## src/rtl/pipeline_pkg.sv

```systemverilog
// Shared pipeline definitions: WB control word layout, the architectural PC
// index, and the default datapath width used by the write-back stage.
package pipeline_pkg;

  localparam int unsigned DATA_W_DEFAULT = 32;
  localparam int unsigned WB_CTRL_W      = 4;
  localparam int unsigned REG_IDX_W      = 4;

  // Bit positions inside the WB control word; bit 3 is reserved.
  localparam int unsigned WB_RF_WE       = 0;
  localparam int unsigned WB_MEM_TO_REG  = 1;
  localparam int unsigned WB_BYTE_LOAD   = 2;

  localparam logic [REG_IDX_W-1:0] REG_PC = 4'd15;

  typedef logic [WB_CTRL_W-1:0] wb_control_t;

endpackage

```

## src/rtl/rf_read_port.sv

```systemverilog
// One combinational register-file read port.
// Ports:
//   addr      - register index to read
//   regs      - stored R0..R14 contents
//   pc_plus8  - value returned for R15
//   byp_en    - a same-cycle write to a stored register is available
//   byp_rd    - index of that write
//   byp_data  - data of that write
//   data      - read result (combinational)
module rf_read_port
  import pipeline_pkg::*;
#(
  parameter int unsigned DATA_W = DATA_W_DEFAULT,
  parameter int unsigned NSTORE = 15
) (
  input  logic [REG_IDX_W-1:0]          addr,
  input  logic [NSTORE-1:0][DATA_W-1:0] regs,
  input  logic [DATA_W-1:0]             pc_plus8,
  input  logic                          byp_en,
  input  logic [REG_IDX_W-1:0]          byp_rd,
  input  logic [DATA_W-1:0]             byp_data,
  output logic [DATA_W-1:0]             data
);

  // R15 is never stored and never bypassed; byp_en already excludes it.
  always_comb begin
    data = '0;
    if (addr == REG_PC) begin
      data = pc_plus8;
    end else if (byp_en && (addr == byp_rd)) begin
      data = byp_data;
    end else begin
      data = regs[addr];
    end
  end

endmodule

```

## src/rtl/wb_register_file.sv

```systemverilog
// ARM general-purpose register file and write-back commit point.
// Commits WB results into R0..R14, serves three combinational read ports,
// and turns a write to R15 into a registered one-cycle PC-redirect pulse.
// Build option: define RF_BYPASS_EN to forward the write-back value to read
// ports addressing the register being written in the same cycle.
// Ports:
//   clk, reset                    - clock, synchronous active-high reset
//   wb_control, wb_rd             - WB control word and destination index
//   wb_alu_result, wb_mem_data    - write-back data candidates
//   pc_plus8                      - value returned for R15 reads
//   ra/rb/rc_addr, ra/rb/rc_data  - read ports (combinational data)
//   pc_redirect_valid/_target     - registered R15-write redirect
module wb_register_file
  import pipeline_pkg::*;
#(
  parameter int unsigned DATA_W = DATA_W_DEFAULT,
  parameter int unsigned NREG   = 16
) (
  input  logic                 clk,
  input  logic                 reset,
  input  logic [3:0]           wb_control,
  input  logic [3:0]           wb_rd,
  input  logic [DATA_W-1:0]    wb_alu_result,
  input  logic [DATA_W-1:0]    wb_mem_data,
  input  logic [DATA_W-1:0]    pc_plus8,
  input  logic [3:0]           ra_addr,
  input  logic [3:0]           rb_addr,
  input  logic [3:0]           rc_addr,
  output logic [DATA_W-1:0]    ra_data,
  output logic [DATA_W-1:0]    rb_data,
  output logic [DATA_W-1:0]    rc_data,
  output logic                 pc_redirect_valid,
  output logic [DATA_W-1:0]    pc_redirect_target
);

  localparam int unsigned NSTORE = NREG - 1;

  wb_control_t                    ctrl;
  logic [NSTORE-1:0][DATA_W-1:0]  regs;
  logic [DATA_W-1:0]              wdata;
  logic                           we_array;
  logic                           we_pc;
  logic                           byp_en;
  logic                           unused_ctrl;

  assign ctrl        = wb_control;
  assign unused_ctrl = ctrl[3];

  // Write-data select: ALU result, full load word, or zero-extended byte.
  always_comb begin
    wdata = wb_alu_result;
    if (ctrl[WB_MEM_TO_REG]) begin
      if (ctrl[WB_BYTE_LOAD]) begin
        wdata = DATA_W'(wb_mem_data[7:0]);
      end else begin
        wdata = wb_mem_data;
      end
    end
  end

  assign we_array = ctrl[WB_RF_WE] && (wb_rd != REG_PC);
  assign we_pc    = ctrl[WB_RF_WE] && (wb_rd == REG_PC);

`ifdef RF_BYPASS_EN
  assign byp_en = we_array;
`else
  assign byp_en = 1'b0;
`endif

  // Storage and redirect register; reset wins over any same-cycle commit.
  always_ff @(posedge clk) begin
    if (reset) begin
      regs               <= '0;
      pc_redirect_valid  <= 1'b0;
      pc_redirect_target <= '0;
    end else begin
      pc_redirect_valid <= we_pc;
      if (we_pc) begin
        pc_redirect_target <= {wdata[DATA_W-1:2], 2'b00};
      end
      if (we_array) begin
        regs[wb_rd] <= wdata;
      end
    end
  end

  rf_read_port #(.DATA_W(DATA_W), .NSTORE(NSTORE)) u_port_a (
    .addr     (ra_addr),
    .regs     (regs),
    .pc_plus8 (pc_plus8),
    .byp_en   (byp_en),
    .byp_rd   (wb_rd),
    .byp_data (wdata),
    .data     (ra_data)
  );

  rf_read_port #(.DATA_W(DATA_W), .NSTORE(NSTORE)) u_port_b (
    .addr     (rb_addr),
    .regs     (regs),
    .pc_plus8 (pc_plus8),
    .byp_en   (byp_en),
    .byp_rd   (wb_rd),
    .byp_data (wdata),
    .data     (rb_data)
  );

  rf_read_port #(.DATA_W(DATA_W), .NSTORE(NSTORE)) u_port_c (
    .addr     (rc_addr),
    .regs     (regs),
    .pc_plus8 (pc_plus8),
    .byp_en   (byp_en),
    .byp_rd   (wb_rd),
    .byp_data (wdata),
    .data     (rc_data)
  );

endmodule

```

## config.mk

```make
export PLATFORM = sky130hd
export DESIGN_NAME = wb_register_file
export DESIGN_NICKNAME = d
export VERILOG_FILES = /design/src/rtl/pipeline_pkg.sv /design/src/rtl/rf_read_port.sv /design/src/rtl/wb_register_file.sv
export SDC_FILE = /design/constraint.sdc
export NUM_CORES = 1
export LEC_CHECK = 0
export CAP_MARGIN = 10
export CORE_MARGIN = 4
export CORE_UTILIZATION = 59
export DETAILED_ROUTE_END_ITERATION = 8
export GPL_TIMING_DRIVEN = 1
export PLACE_DENSITY_LB_ADDON = 0.15
export REMOVE_ABC_BUFFERS = 1
export SETUP_SLACK_MARGIN = 0.02
export SYNTH_ARGS = -nofsm -noshare
export SYNTH_HDL_FRONTEND = slang
export SYNTH_SLANG_ARGS = --single-unit
```

## constraint.sdc

```tcl
create_clock -name clk -period 3.2 [get_ports clk]
set_clock_uncertainty 0.2 [all_clocks]
set_input_delay 0.64 -clock clk [delete_from_list [all_inputs] [get_ports clk]]
set_output_delay 0.64 -clock clk [all_outputs]
set_load 0.03 [all_outputs]
```

==> key figures <==
Status
  – Status: completed

CTS
  – Clk buf depth: 3
  – TritonCTS Buffers: 55
  – Clock sink total: 511
  – Worst-skew pair later-pin latency: 610 ps
  – Worst-path clk slew: 60 ps
  – CTS tree: built
  – H-tree depth: 2
  – Root Driver: clkbuf_16
  – Hold buffers post-CTS: 0

Setup path
  – Critical Path Start: rc_addr[0]
  – Crit. End Element: output port
  – CP Class: primary input to output port
  – Critical Path, Cell by Cell: buf_6, buf_12, mux4_2, a211oi_1, a311oi_2, buf_12
  – R2r startpoint: regs[467]
  – CP max stage cell: mux4_2
  – Critical path required time: 2360 ps
  – Crit path launch type: primary input
  – Critical Path AT: 2360 ps
  – CP max stage delay: between 500 and 600 ps
  – Max Fanout on Critical Path: 31
  – Most frequent cell on the critical path: buf_12

Finish
  – Final cell count without fillers: 3763
  – Share of cells above drive strength 1: between 20% and 30%
  – Fill cell count: 3262
  – Area Overhead vs Synth: 24.2%
  – Final nets: 3175
  – Final cell area excluding filler cells: around 37000 um2
  – Area of the multi-input gates: 17700 um2
  – Most common cell after layout, fill and taps aside: a211oi_1
  – Register Area: around 10000 um2
  – Ant diodes: 0
  – Most frequent cells in the layout: 550 x a211oi_1, 529 x nor2_1, 511 x dfxtp_1

Power
  – Psw: 4.39 mW
  – P_leak: 12.2 nW
  – Seq pwr share: 41.5%
  – Pwr Density: between 400 and 500 nW/um2
  – Clock power share: 41.0%
  – Pint: 11.6 mW
  – Sw Share: between 20% and 30%
  – Combinational share of power: roughly 18%
  – VDD IR max: 0.000412 V

Timing
  – WHS: 256 ps
  – Hold Fails Final Rpt: 0
  – Post-route setup slack: 0.139 ps
  – RSZ-0062 raised after global routing: true
  – Max Slew Vio Count: 0
  – # setup viols final: 0
  – Slew margin rel.: 19.0%
  – Actual slew at the worst max-slew pin: 1210 ps
  – FMAX: approximately 310 MHz
  – Final critical-path required period: roughly 3200 ps
  – Fin crit share: 100%

GRT
  – Global route overflow: 0
  – Pin count of the biggest net entering global routing: 91
  – Total GRT Usage: 37.0%
  – First-pass GRT wire length: 155 mm
  – Vias in the first global route: 26900
  – Initial antenna violation count: 0

Yosys
  – Avg Inst Size Synth: 10.4 um2
  – Netlist cell types: 33
  – Mapped Area: 29500 um2
  – Synthesized flop and latch total: 511
  – Synth top area cells: dfxtp_1 35%, mux4_2 25%, a211oi_1 14%
  – Syn. warnings: 0
  – Post-Synthesis Cells: 2835
  – Register area share after synthesis: 34.7%
  – Top-area cell type share of the netlist area: 34.7%
  – Synth area leader: dfxtp_1

Floorplan
  – I/O pin total: 247
  – Starting density of the core: 59.9%
  – FP Rows: 81
  – Die Area: 53600 um2
  – DIE WIDTH: 231 um
  – Area of the core: 49200 um2
  – Die height: around 230 um

Worst hold path
  – Hold Crit Start: reset
  – Worst hold path class: primary input to flip-flop

Placed design
  – Area after DPL: 34300 um2
  – Inst Count DP: 3635
  – Pre-CTS WS: -99.2 ps
  – Post-DP HPWL: between 60 and 70 mm
  – RD Place Congestion: 0.916
  – IO buf count: approximately 240

Routing
  – WL/cell: approximately 27 um
  – Drt total wl: around 100 mm
  – Pre-antenna DRT Iters: 5
  – Vias per cell: a little over 7
  – Initial DRC count: 4165
  – Vias: ~27000
  – Drc violations: 0
  – Post-route ant nets: 0

Flow run
  – Max_cap viols: 0
-- through the flow --
step / utilization, % / TNS [ps] / power [mW]
5_1_grt: 74.5 / -172 / 16.4
2_1_floorplan: - / -38810 / 7.85
3_5_place_dp: 69.7 / -823 / 9.45
3_3_place_gp: 69.7 / -457 / 9.38
6_report: 74.5 / 0 / 16.0
4_1_cts: 73.7 / 0 / 15.9
-- kinds of logic (layout without fill, tap and decap cells) --
kind of cell / after synthesis / after routing / synth area share, %
compound gates: 793 / 793 / 19.7
simple gates: 674 / 674 / 9.63
flops: 511 / 511 / 34.7
mux: 482 / 482 / 30.4
buf+inv: 374 / 637 / 5.55
other cells: 1 / 2 / 0.0127
-- registers in the layout (all words and copies together), names as in the netlist --
register	cells
pc_redirect_target	30
pc_redirect_valid	1
regs	480
-- what timing repair did --
action                                 in CTS  in global routing
setup buffers                               0                 20
endpoints found under the hold margin       0                  0
pin swaps                                   0                  8
cloned                                      2                  2
setup endpoints to repair                  25                 38
resized for setup                           9                 26
-- path summary, 6_finish.rpt --
path	endpoint	slack [ps]	cells past startpoint
worst max-delay path	rc_data[28]	0.1	6
worst min-delay path	pc_redirect_target[9]	260	2
worst max register to register	regs[467]	2120	2
worst min register to register	pc_redirect_target[15]	300	2
-- power by group through the flow --
stage	Sequential, mW	Clock [mW]	Combinational (mW)
2_1_floorplan	6.74	0	1.11
3_3_place_gp	6.75	0	2.63
3_5_place_dp	6.77	0	2.68
4_1_cts	6.63	6.57	2.72
5_1_grt	6.65	6.83	2.94
6_report	6.64	6.56	2.82
-- layer usage --
metal	routed length, um	up-vias	global-route usage, %
met5	0	-	0
met4	5100	0	19.0
met3	12900	405	9.17
met2	47500	2128	58.1
met1	36900	13100	47.9
li1	-	11400	-
-- worst max-delay path, delay by kind of cell --
family,cells,cell delay [ps]
AO/OA/AOI/OAI,2,500
buffers and inverters,3,610
multiplexers,1,550
-- Yosys cell counts --
cell type / n
a211oi_1: 553
a21o_1: 12
a21oi_1: 59
a311oi_1: 7
and4_1: 3
buf_1: 4
buf_2: 102
buf_4: 26
buf_6: 1
clkbuf_1: 216
conb_1: 1
dfxtp_1: 511
inv_1: 25
mux2_2: 19
mux2i_1: 135
mux4_2: 328
nand2_1: 39
nand2b_1: 12
nand3_1: 1
nand3b_1: 2
nand4_1: 2
nor2_1: 532
nor2_2: 5
nor2_4: 4
nor2b_1: 68
nor3_1: 1
nor3_2: 3
nor3_4: 1
o211ai_1: 74
o21ai_0: 16
o221ai_1: 48
o22ai_1: 24
or3b_1: 1
-- final cells by class --
type | count | share of cell area (%)
multi-input combinational | 1951 | 48.4
clock inverter | 15 | 0.523
tap | 664 | 2.27
inverter | 25 | 0.256
clock buffer | 84 | 4.50
timing repair buffer | 513 | 16.1
sequential | 511 | 27.9
Power figures use the tool's default switching activity.
